===== src/rtl/centroid_track_smoother.sv =====
// centroid_track_smoother
// Keeps a stable player index for the 4 k-means centroids across frames
// (greedy nearest-first Manhattan matching) and smooths each tracked
// position with a shift-based IIR filter.
// Optional feature: define CENTROID_TRACK_DROP_CNT_EN to add drop_count_out,
// a saturating count of valid_in pulses dropped while busy.
module centroid_track_smoother #(
  parameter int SMOOTH_SHIFT = 1
) (
  input  logic        clk_in,
  input  logic        rst_in,
  input  logic [10:0] x_in [3:0],
  input  logic [9:0]  y_in [3:0],
  input  logic        valid_in,
  input  logic [1:0]  num_players,
  output logic [10:0] x_out [3:0],
  output logic [9:0]  y_out [3:0],
  output logic        valid_out,
`ifdef CENTROID_TRACK_DROP_CNT_EN
  output logic [15:0] drop_count_out,
`endif
  output logic        busy_out
);

  typedef enum logic [1:0] {
    IDLE   = 2'd0,
    SCAN   = 2'd1,
    COMMIT = 2'd2,
    DONE   = 2'd3
  } state_t;

  state_t      state_r;
  logic [10:0] lx_r [3:0];
  logic [9:0]  ly_r [3:0];
  logic [1:0]  lnp_r;
  logic [1:0]  prev_np_r;
  logic        first_frame_r;
  logic [3:0]  used_r;
  logic [1:0]  t_r;
  logic [1:0]  c_r;
  logic [1:0]  best_c_r;
  logic [11:0] best_dist_r;

  logic [10:0]        dx_s;
  logic [9:0]         dy_s;
  logic [11:0]        dist_s;
  logic               elig_s;
  logic [1:0]         win_s;
  logic signed [12:0] diff_x_s;
  logic signed [11:0] diff_y_s;
  logic [10:0]        nx_s;
  logic [9:0]         ny_s;

  function automatic logic [10:0] absdiff11(input logic [10:0] a, input logic [10:0] b);
    return (a >= b) ? (a - b) : (b - a);
  endfunction

  function automatic logic [9:0] absdiff10(input logic [9:0] a, input logic [9:0] b);
    return (a >= b) ? (a - b) : (b - a);
  endfunction

  // Candidate distance/eligibility for the scan and the filtered value for the commit.
  always_comb begin
    dx_s     = absdiff11(lx_r[c_r], x_out[t_r]);
    dy_s     = absdiff10(ly_r[c_r], y_out[t_r]);
    dist_s   = {1'b0, dx_s} + {2'b00, dy_s};
    elig_s   = (c_r <= lnp_r) && !used_r[c_r];
    win_s    = first_frame_r ? t_r : best_c_r;
    diff_x_s = $signed({2'b00, lx_r[win_s]}) - $signed({2'b00, x_out[t_r]});
    diff_y_s = $signed({2'b00, ly_r[win_s]}) - $signed({2'b00, y_out[t_r]});
    // Smoothed value lies between old and new, so truncation back to the
    // coordinate width is lossless.
    nx_s     = first_frame_r ? lx_r[win_s]
             : 11'($signed({2'b00, x_out[t_r]}) + (diff_x_s >>> SMOOTH_SHIFT));
    ny_s     = first_frame_r ? ly_r[win_s]
             : 10'($signed({2'b00, y_out[t_r]}) + (diff_y_s >>> SMOOTH_SHIFT));
  end

  // Frame FSM: latch, scan candidates per track, commit, signal completion.
  always_ff @(posedge clk_in) begin
    if (rst_in) begin
      state_r       <= IDLE;
      valid_out     <= 1'b0;
      busy_out      <= 1'b0;
      first_frame_r <= 1'b1;
      used_r        <= 4'b0000;
      lnp_r         <= 2'd0;
      prev_np_r     <= 2'd0;
      t_r           <= 2'd0;
      c_r           <= 2'd0;
      best_c_r      <= 2'd0;
      best_dist_r   <= 12'hFFF;
      for (int i = 0; i < 4; i++) begin
        x_out[i] <= 11'd0;
        y_out[i] <= 10'd0;
        lx_r[i]  <= 11'd0;
        ly_r[i]  <= 10'd0;
      end
    end else begin
      case (state_r)
        IDLE: begin
          valid_out <= 1'b0;
          if (valid_in) begin
            for (int i = 0; i < 4; i++) begin
              lx_r[i] <= x_in[i];
              ly_r[i] <= y_in[i];
            end
            lnp_r       <= num_players;
            prev_np_r   <= num_players;
            if (num_players != prev_np_r) begin
              first_frame_r <= 1'b1;
            end
            used_r      <= 4'b0000;
            t_r         <= 2'd0;
            c_r         <= 2'd0;
            best_c_r    <= 2'd0;
            best_dist_r <= 12'hFFF;
            busy_out    <= 1'b1;
            state_r     <= SCAN;
          end
        end
        SCAN: begin
          // Max real distance is 3070, so the 0xFFF seed always loses to the
          // first eligible candidate; strict compare keeps the lower index on ties.
          if (elig_s && (dist_s < best_dist_r)) begin
            best_dist_r <= dist_s;
            best_c_r    <= c_r;
          end
          c_r <= c_r + 2'd1;
          if (c_r == 2'd3) begin
            state_r <= COMMIT;
          end
        end
        COMMIT: begin
          x_out[t_r]    <= nx_s;
          y_out[t_r]    <= ny_s;
          used_r[win_s] <= 1'b1;
          if (first_frame_r) begin
            for (int i = 0; i < 4; i++) begin
              if (2'(i) > lnp_r) begin
                x_out[i] <= 11'd0;
                y_out[i] <= 10'd0;
              end
            end
          end
          if (t_r == lnp_r) begin
            valid_out <= 1'b1;
            state_r   <= DONE;
          end else begin
            t_r         <= t_r + 2'd1;
            c_r         <= 2'd0;
            best_c_r    <= 2'd0;
            best_dist_r <= 12'hFFF;
            state_r     <= SCAN;
          end
        end
        DONE: begin
          valid_out     <= 1'b0;
          busy_out      <= 1'b0;
          first_frame_r <= 1'b0;
          state_r       <= IDLE;
        end
        default: begin
          state_r <= IDLE;
        end
      endcase
    end
  end

`ifdef CENTROID_TRACK_DROP_CNT_EN
  // Count frames dropped because a previous frame was still in flight.
  always_ff @(posedge clk_in) begin
    if (rst_in) begin
      drop_count_out <= 16'd0;
    end else if (valid_in && busy_out && (drop_count_out != 16'hFFFF)) begin
      drop_count_out <= drop_count_out + 16'd1;
    end
  end
`endif

endmodule


===== config.mk =====
export PLATFORM = sky130hd
export DESIGN_NAME = centroid_track_smoother
export DESIGN_NICKNAME = d
export VERILOG_FILES = /design/src/rtl/centroid_track_smoother.sv
export SDC_FILE = /design/constraint.sdc
export NUM_CORES = 1
export LEC_CHECK = 0
export ABC_AREA = 1
export BUFFER_PORTS_ARGS = -buffer_cell sky130_fd_sc_hd__buf_2
export CAP_MARGIN = 10
export CORE_MARGIN = 1.5
export CORE_UTILIZATION = 40
export CTS_CLUSTER_DIAMETER = 60
export CTS_CLUSTER_SIZE = 40
export DETAILED_ROUTE_END_ITERATION = 10
export PLACE_DENSITY_LB_ADDON = 0.08
export SYNTH_ARGS = -nofsm -noshare
export SYNTH_HDL_FRONTEND = slang
export SYNTH_SLANG_ARGS = --single-unit

===== constraint.sdc =====
create_clock -name clk_in -period 7.14 [get_ports clk_in]
set_input_delay 2.142 -clock clk_in [delete_from_list [all_inputs] [get_ports clk_in]]
set_output_delay 2.142 -clock clk_in [all_outputs]
set_load 0.01 [all_outputs]

---- Word level (Yosys, flattened, before mapping) ----
Memory sizes are Yosys's and may differ from the RTL's. A register that Yosys moved wholly into a read port is not among the register bits.
Index checks and enable logic that the tools add are counted.
word-level totals
  flip-flop bits (word level) ............. 113
  bits in latches ......................... 0
  RAM bits ................................ 84
  memory bits (read-only) ................. 0
  input port bits ......................... 89
  memories ................................ 2
memories
  memory  depth  bits a word  read ports  clocked after Yosys merged registers in  write ports  RTL line  RTL
  lx_r    4      11           2           1                                        4            33        logic [10:0] lx_r [3:0];
  ly_r    4      10           2           1                                        4            34        logic [9:0] ly_r [3:0];
operators by class
  $add $sub $neg .......................... 11
  multipliers ............................. 0
  div/mod/pow operators ................... 0
  order comparisons ....................... 13
  equal/unequal tests ..................... 12
  shift-type cells ........................ 0
  muxes and demuxes ....................... 71
  bitwise gates (word level) .............. 9
  reductions and logical operators ........ 20
operators by type and width
  cell                number
  $mux 11             12
  $mux 10             12
  $bwmux 44           1
  $mux 44             1
  $bwmux 40           1
  $mux 40             1
  $mux 12             3
  $pmux 12 s3         1
  $mux 2              12
  $bmux 11 s2         1
  $demux 11 s2        1
  $sub 11x11->11      2
  $bmux 10 s2         1
  $demux 10 s2        1
  $sub 10x10->10      2
  $add 11x10->12      1
  $lt 12x12->1        1
  $mux 1              12
  $ne 2x2->1 const B  6
  $pmux 2 s3          2
  $sub 11x11->12      1
  $add 11x11->11      1
  $ge 11x11->1        1
  $sub 10x10->11      1
  30 further kinds    58

---- Longest topological paths before layout ----
  depth in word-level cells ............... 9
  depth in mapped cells ................... 38
  mapped depth without buffers ............ 36

---- Least setup slack after synthesis ----
No wires, ideal clock.
  kind .................................... reg2reg
  start ................................... register t_r[0]
  end ..................................... register best_dist_r[2]
  setup time .............................. 0.138 ns
  arrival time ............................ 5.559 ns
  required time ........................... 7.002 ns
  setup slack ............................. 1.443 ns
  stages on the path, launching flop included .. 31
  path buffers ............................ 5
  clock period less this slack ............ 5.697 ns
  cell sequence ........................... dfxtp_1 -> buf_4 -> buf_2 -> buf_1 -> nand2_1 -> a32oi_1 -> inv_1 -> ha_1 -> nand2_1 -> inv_1 -> nand4_1 -> o2111ai_2 -> buf_2 -> mux2_2 -> fa_1 -> a211oi_1 -> o21ai_0 -> nand2_1 -> nand2_1 -> a21oi_1 -> inv_1 -> nand2_1 -> nand2_1 -> ha_1 -> nand2_1 -> o21ai_0 -> a21oi_1 -> nand4_1 -> a21oi_2 -> clkbuf_1 -> o211ai_1
on the way
  word-level cells in the longest chain between the ends .. 9
RTL lines
  item                                                      RTL line  RTL
  start, declared                                           39        logic [1:0] t_r;
  start signal, assigned                                    150       t_r <= t_r + 2'd1;
  $bmux 11 s2 or $bmux 10 s2 (tied branches)                64, 65
  $mux 11 (not written as such) or $mux 10 (tied branches)  64, 65
  $sub 11x11->11, or another cell as far along              55        return (a >= b) ? (a - b) : (b - a);
  $mux 11 or $mux 10 (tied branches)                        55, 59
  $add 11x10->12                                            66        dist_s = {1'b0, dx_s} + {2'b00, dy_s};
  $lt 12x12->1                                              125       if (elig_s && (dist_s < best_dist_r)) begin
  $logic_and 1x1->1                                         125
  $ne 2x2->1 (no source line)                               -
  $reduce_and 4->1 (no source line)                         -
  end signal, assigned                                      126       best_dist_r <= dist_s;
  end, declared                                             42        logic [11:0] best_dist_r;
Parallel ways exist; a longest one is shown, timed or not. The select of a mux whose other input is x is not followed.
A chain may end at the register's enable or synchronous reset.

---- Worst setup path in the final report ----
Ends and elaborated chain as after synthesis.

==> flow_summary.toml <==
[run_status]
status = "finished clean"

[sta]
maxSlewViolCount = 0
setup_violations = 0
tightest_slew_ns = 1.19
finalHoldViolCount = 0
period_share_pct = 90.9
fmax_mhz = 154
relSlewSlack_pct = 20.3
fin_crit_ns = 6.49
final.setup.tns_ns = 0
fin_skew_ns = 0.0165

[finish]
regArea_um2 = 4830
num-nets-final = 2316
insertedDiodeCount = 0
multi_input_area_um2 = 8090
fillers = 3694
drive_gt1_share_pct = 14.7
area_growth_pct = 13.4

[detailed_routing]
wl_um = 47000
antenna_left = 0
vias = 13700
drc = 0
via_per_inst = 5.32
first_pass_iters = 5
routedWlPerCell_um = 18.2
drt_iter0_markers = 931

[yosys]
synth_top_cell_by_area = "edfxtp_1"
synth_area_leaders = "edfxtp_1, dfxtp_1, nand2_1"
ys_async_sr_fraction_pct = 0
synth-seq-cells = 199
synth_area_um2 = 14400
synth_cell_type_count = 55
synth_ff_type = "dfxtp_1"
syn_area_per_cell_um2 = 7.32
synthesis.nets = 2179
seq_area_frac_synth_pct = 33.5
yosys.area.top_type_share_pct = 17.5
synth_commonest_cells = "nand2_1, inv_1, a21oi_1"
synth.most_common_cell = "nand2_1"
syn_inst = 1971
synth_edf_count = 84
yosysWarnings = 0

[die]
fp.dieW_um = 193
die_h_um = 193
start_util_pct = 40.5
rows = 69
ios = 175
fp.coreArea_um2 = 35600
die_area_um2 = 37200

[setup_path]
arrival_ns = 6.85
crit-reg2reg-launch = "t_r[0]$_SDFFE_PP0P_"
cp_slowest_cell = "a221oi_1"
cp_common_cell = "nand2_1"
path_depth = 32
critPathLaunchType = "flop"
crit_type = "flop to flop"
cp-end-kind = "flop"
path_max_fanout = 28
ff2ff_setup_slack_ns = 0.65
critPathBufInv = 7
crit_end = "best_dist_r[2]$_SDFFE_PP1P_"
r2r-end = "best_dist_r[2]$_SDFFE_PP1P_"
required_ns = 7.50
max_stage_delay_ns = 0.43
r2r_cells = 32
critPathLaunch = "t_r[0]$_SDFFE_PP0P_"
crit_family = "compound AO/OA/AOI/OAI gates"

[flow_run]
maxCapViolations = 0

[clock_tree]
cts_tree = "yes"
clk_latency_ns = 0.46
cts.clk_slew.worst_paths_ns = 0.08
htree_levels = 4
ctsLongestPathBuffers = 2
post_cts_buffers = 0
cts_resized = 0
cts.sinks = 199
cts-root-buf = "clkbuf_16"
cts_hold_buf = 0
cts_inserted_buffers = 17

[global_routing]
overflow = 0
grt_util_met2_pct = 43.9
antenna_found_initial = 0
grt_pass1_vias = 13000
use_met1_pct = 33.4
grt.met3_usage_pct = 3.91
grt_max_degree = 87
grt_pass1_wl_um = 72500
track_usage_pct = 25.6
grt-busiest-layer = "met2"

[placed_design]
place_congestion = 0.955
io_buffers = 174
dp_hpwl_um = 35600

[min_path]
min_path_type = "flop to flop"
[layout make-up]
cell class | instances | area share (%)
multi-input combinational | 1377 | 49.5
sequential | 199 | 29.5
inverter | 306 | 7.13
timing repair buffer | 207 | 6.92
tap | 461 | 3.53
clock buffer | 19 | 2.65
clock inverter | 13 | 0.750
[worst min-delay path: cells and delay by family (launching register included)]
kind / cells / cell delay, ns
flops: 1 / 0.32
compound gates: 1 / 0.05
buf+inv: 1 / 0.05
[sequential cells by signal, summed over array words and instances, names as in the netlist, named ones only]
name,flops
best_dist_r,12
ly_r,40
used_r,4
state_r,2
t_r,2
x_out,44
valid_out,1
first_frame_r,1
prev_np_r,2
c_r,2
y_out,40
busy_out,1
best_c_r,2
lx_r,44
[per-layer routing]
layer	wire length (um)	vias up
met5	0	-
met4	908	0
met3	2080	52
met2	23200	345
met1	20900	6473
li1	-	6864
[metrics by stage]
step	setup WS (ns)	hold WS [ns]	instances	cell area [um2]	util, %
6_report	0.649	0.462	2582	16300	46.0
4_1_cts	0.434	0.455	2582	16300	45.9
5_1_grt	-0.0288	0.482	2582	16300	46.0
2_1_floorplan	1.44	0.423	1971	14400	-
3_3_place_gp	0.636	0.440	2550	15800	44.3
3_5_place_dp	0.466	0.447	2550	15800	44.3
[kinds of logic after synthesis]
group | count (synthesis) | synth area share, %
muxes | 5 | 0.382
xor gates and xnor gates | 55 | 3.34
buffers and inverters | 395 | 10.7
AOI/OAI and AO/OA | 521 | 22.1
adders and majority gates | 119 | 10.8
DFF | 199 | 33.5
and+or+nand+nor | 677 | 19.3
[cells in the final DEF (no fill, tap or decap), types with 8 or more instances in the layout]
cell	synthesis	final
o21bai_1	8	8
or2_2	8	8
buf_4	4	32
nand2_2	8	8
a32oi_1	39	38
a211oi_1	11	11
o211ai_1	38	38
a221oi_1	9	9
edfxtp_1	84	84
nor2_1	173	173
inv_1	290	289
dfxtp_1	115	114
o21ai_0	119	119
a22oi_1	26	26
fa_1	9	9
xor2_1	38	38
inv_2	12	10
clkbuf_16	0	17
nand2_1	392	391
buf_2	9	174
xnor2_1	17	17
ha_1	110	110
o21ai_1	31	31
o21ai_2	8	8
nand3_1	73	72
a21oi_1	194	194
[worst min-delay path by stage]
| stage | cells after the start | start | end |
|---|---|---|---|
| 4_1_cts | 2 | used_r[1]$_SDFFE_PP0P_ | used_r[1]$_SDFFE_PP0P_ |
| 6_report | 2 | used_r[1]$_SDFFE_PP0P_ | used_r[1]$_SDFFE_PP0P_ |
| 2_1_floorplan | 2 | best_dist_r[0]$_SDFFE_PP1P_ | best_dist_r[0]$_SDFFE_PP1P_ |
| 5_1_grt | 2 | used_r[1]$_SDFFE_PP0P_ | used_r[1]$_SDFFE_PP0P_ |
| 3_3_place_gp | 2 | used_r[1]$_SDFFE_PP0P_ | used_r[1]$_SDFFE_PP0P_ |
| 3_5_place_dp | 2 | used_r[1]$_SDFFE_PP0P_ | used_r[1]$_SDFFE_PP0P_ |
Power is left out: the tool's default activity adds up to more than one toggle a clock period on the data nets, which glitch-free logic cannot reach.
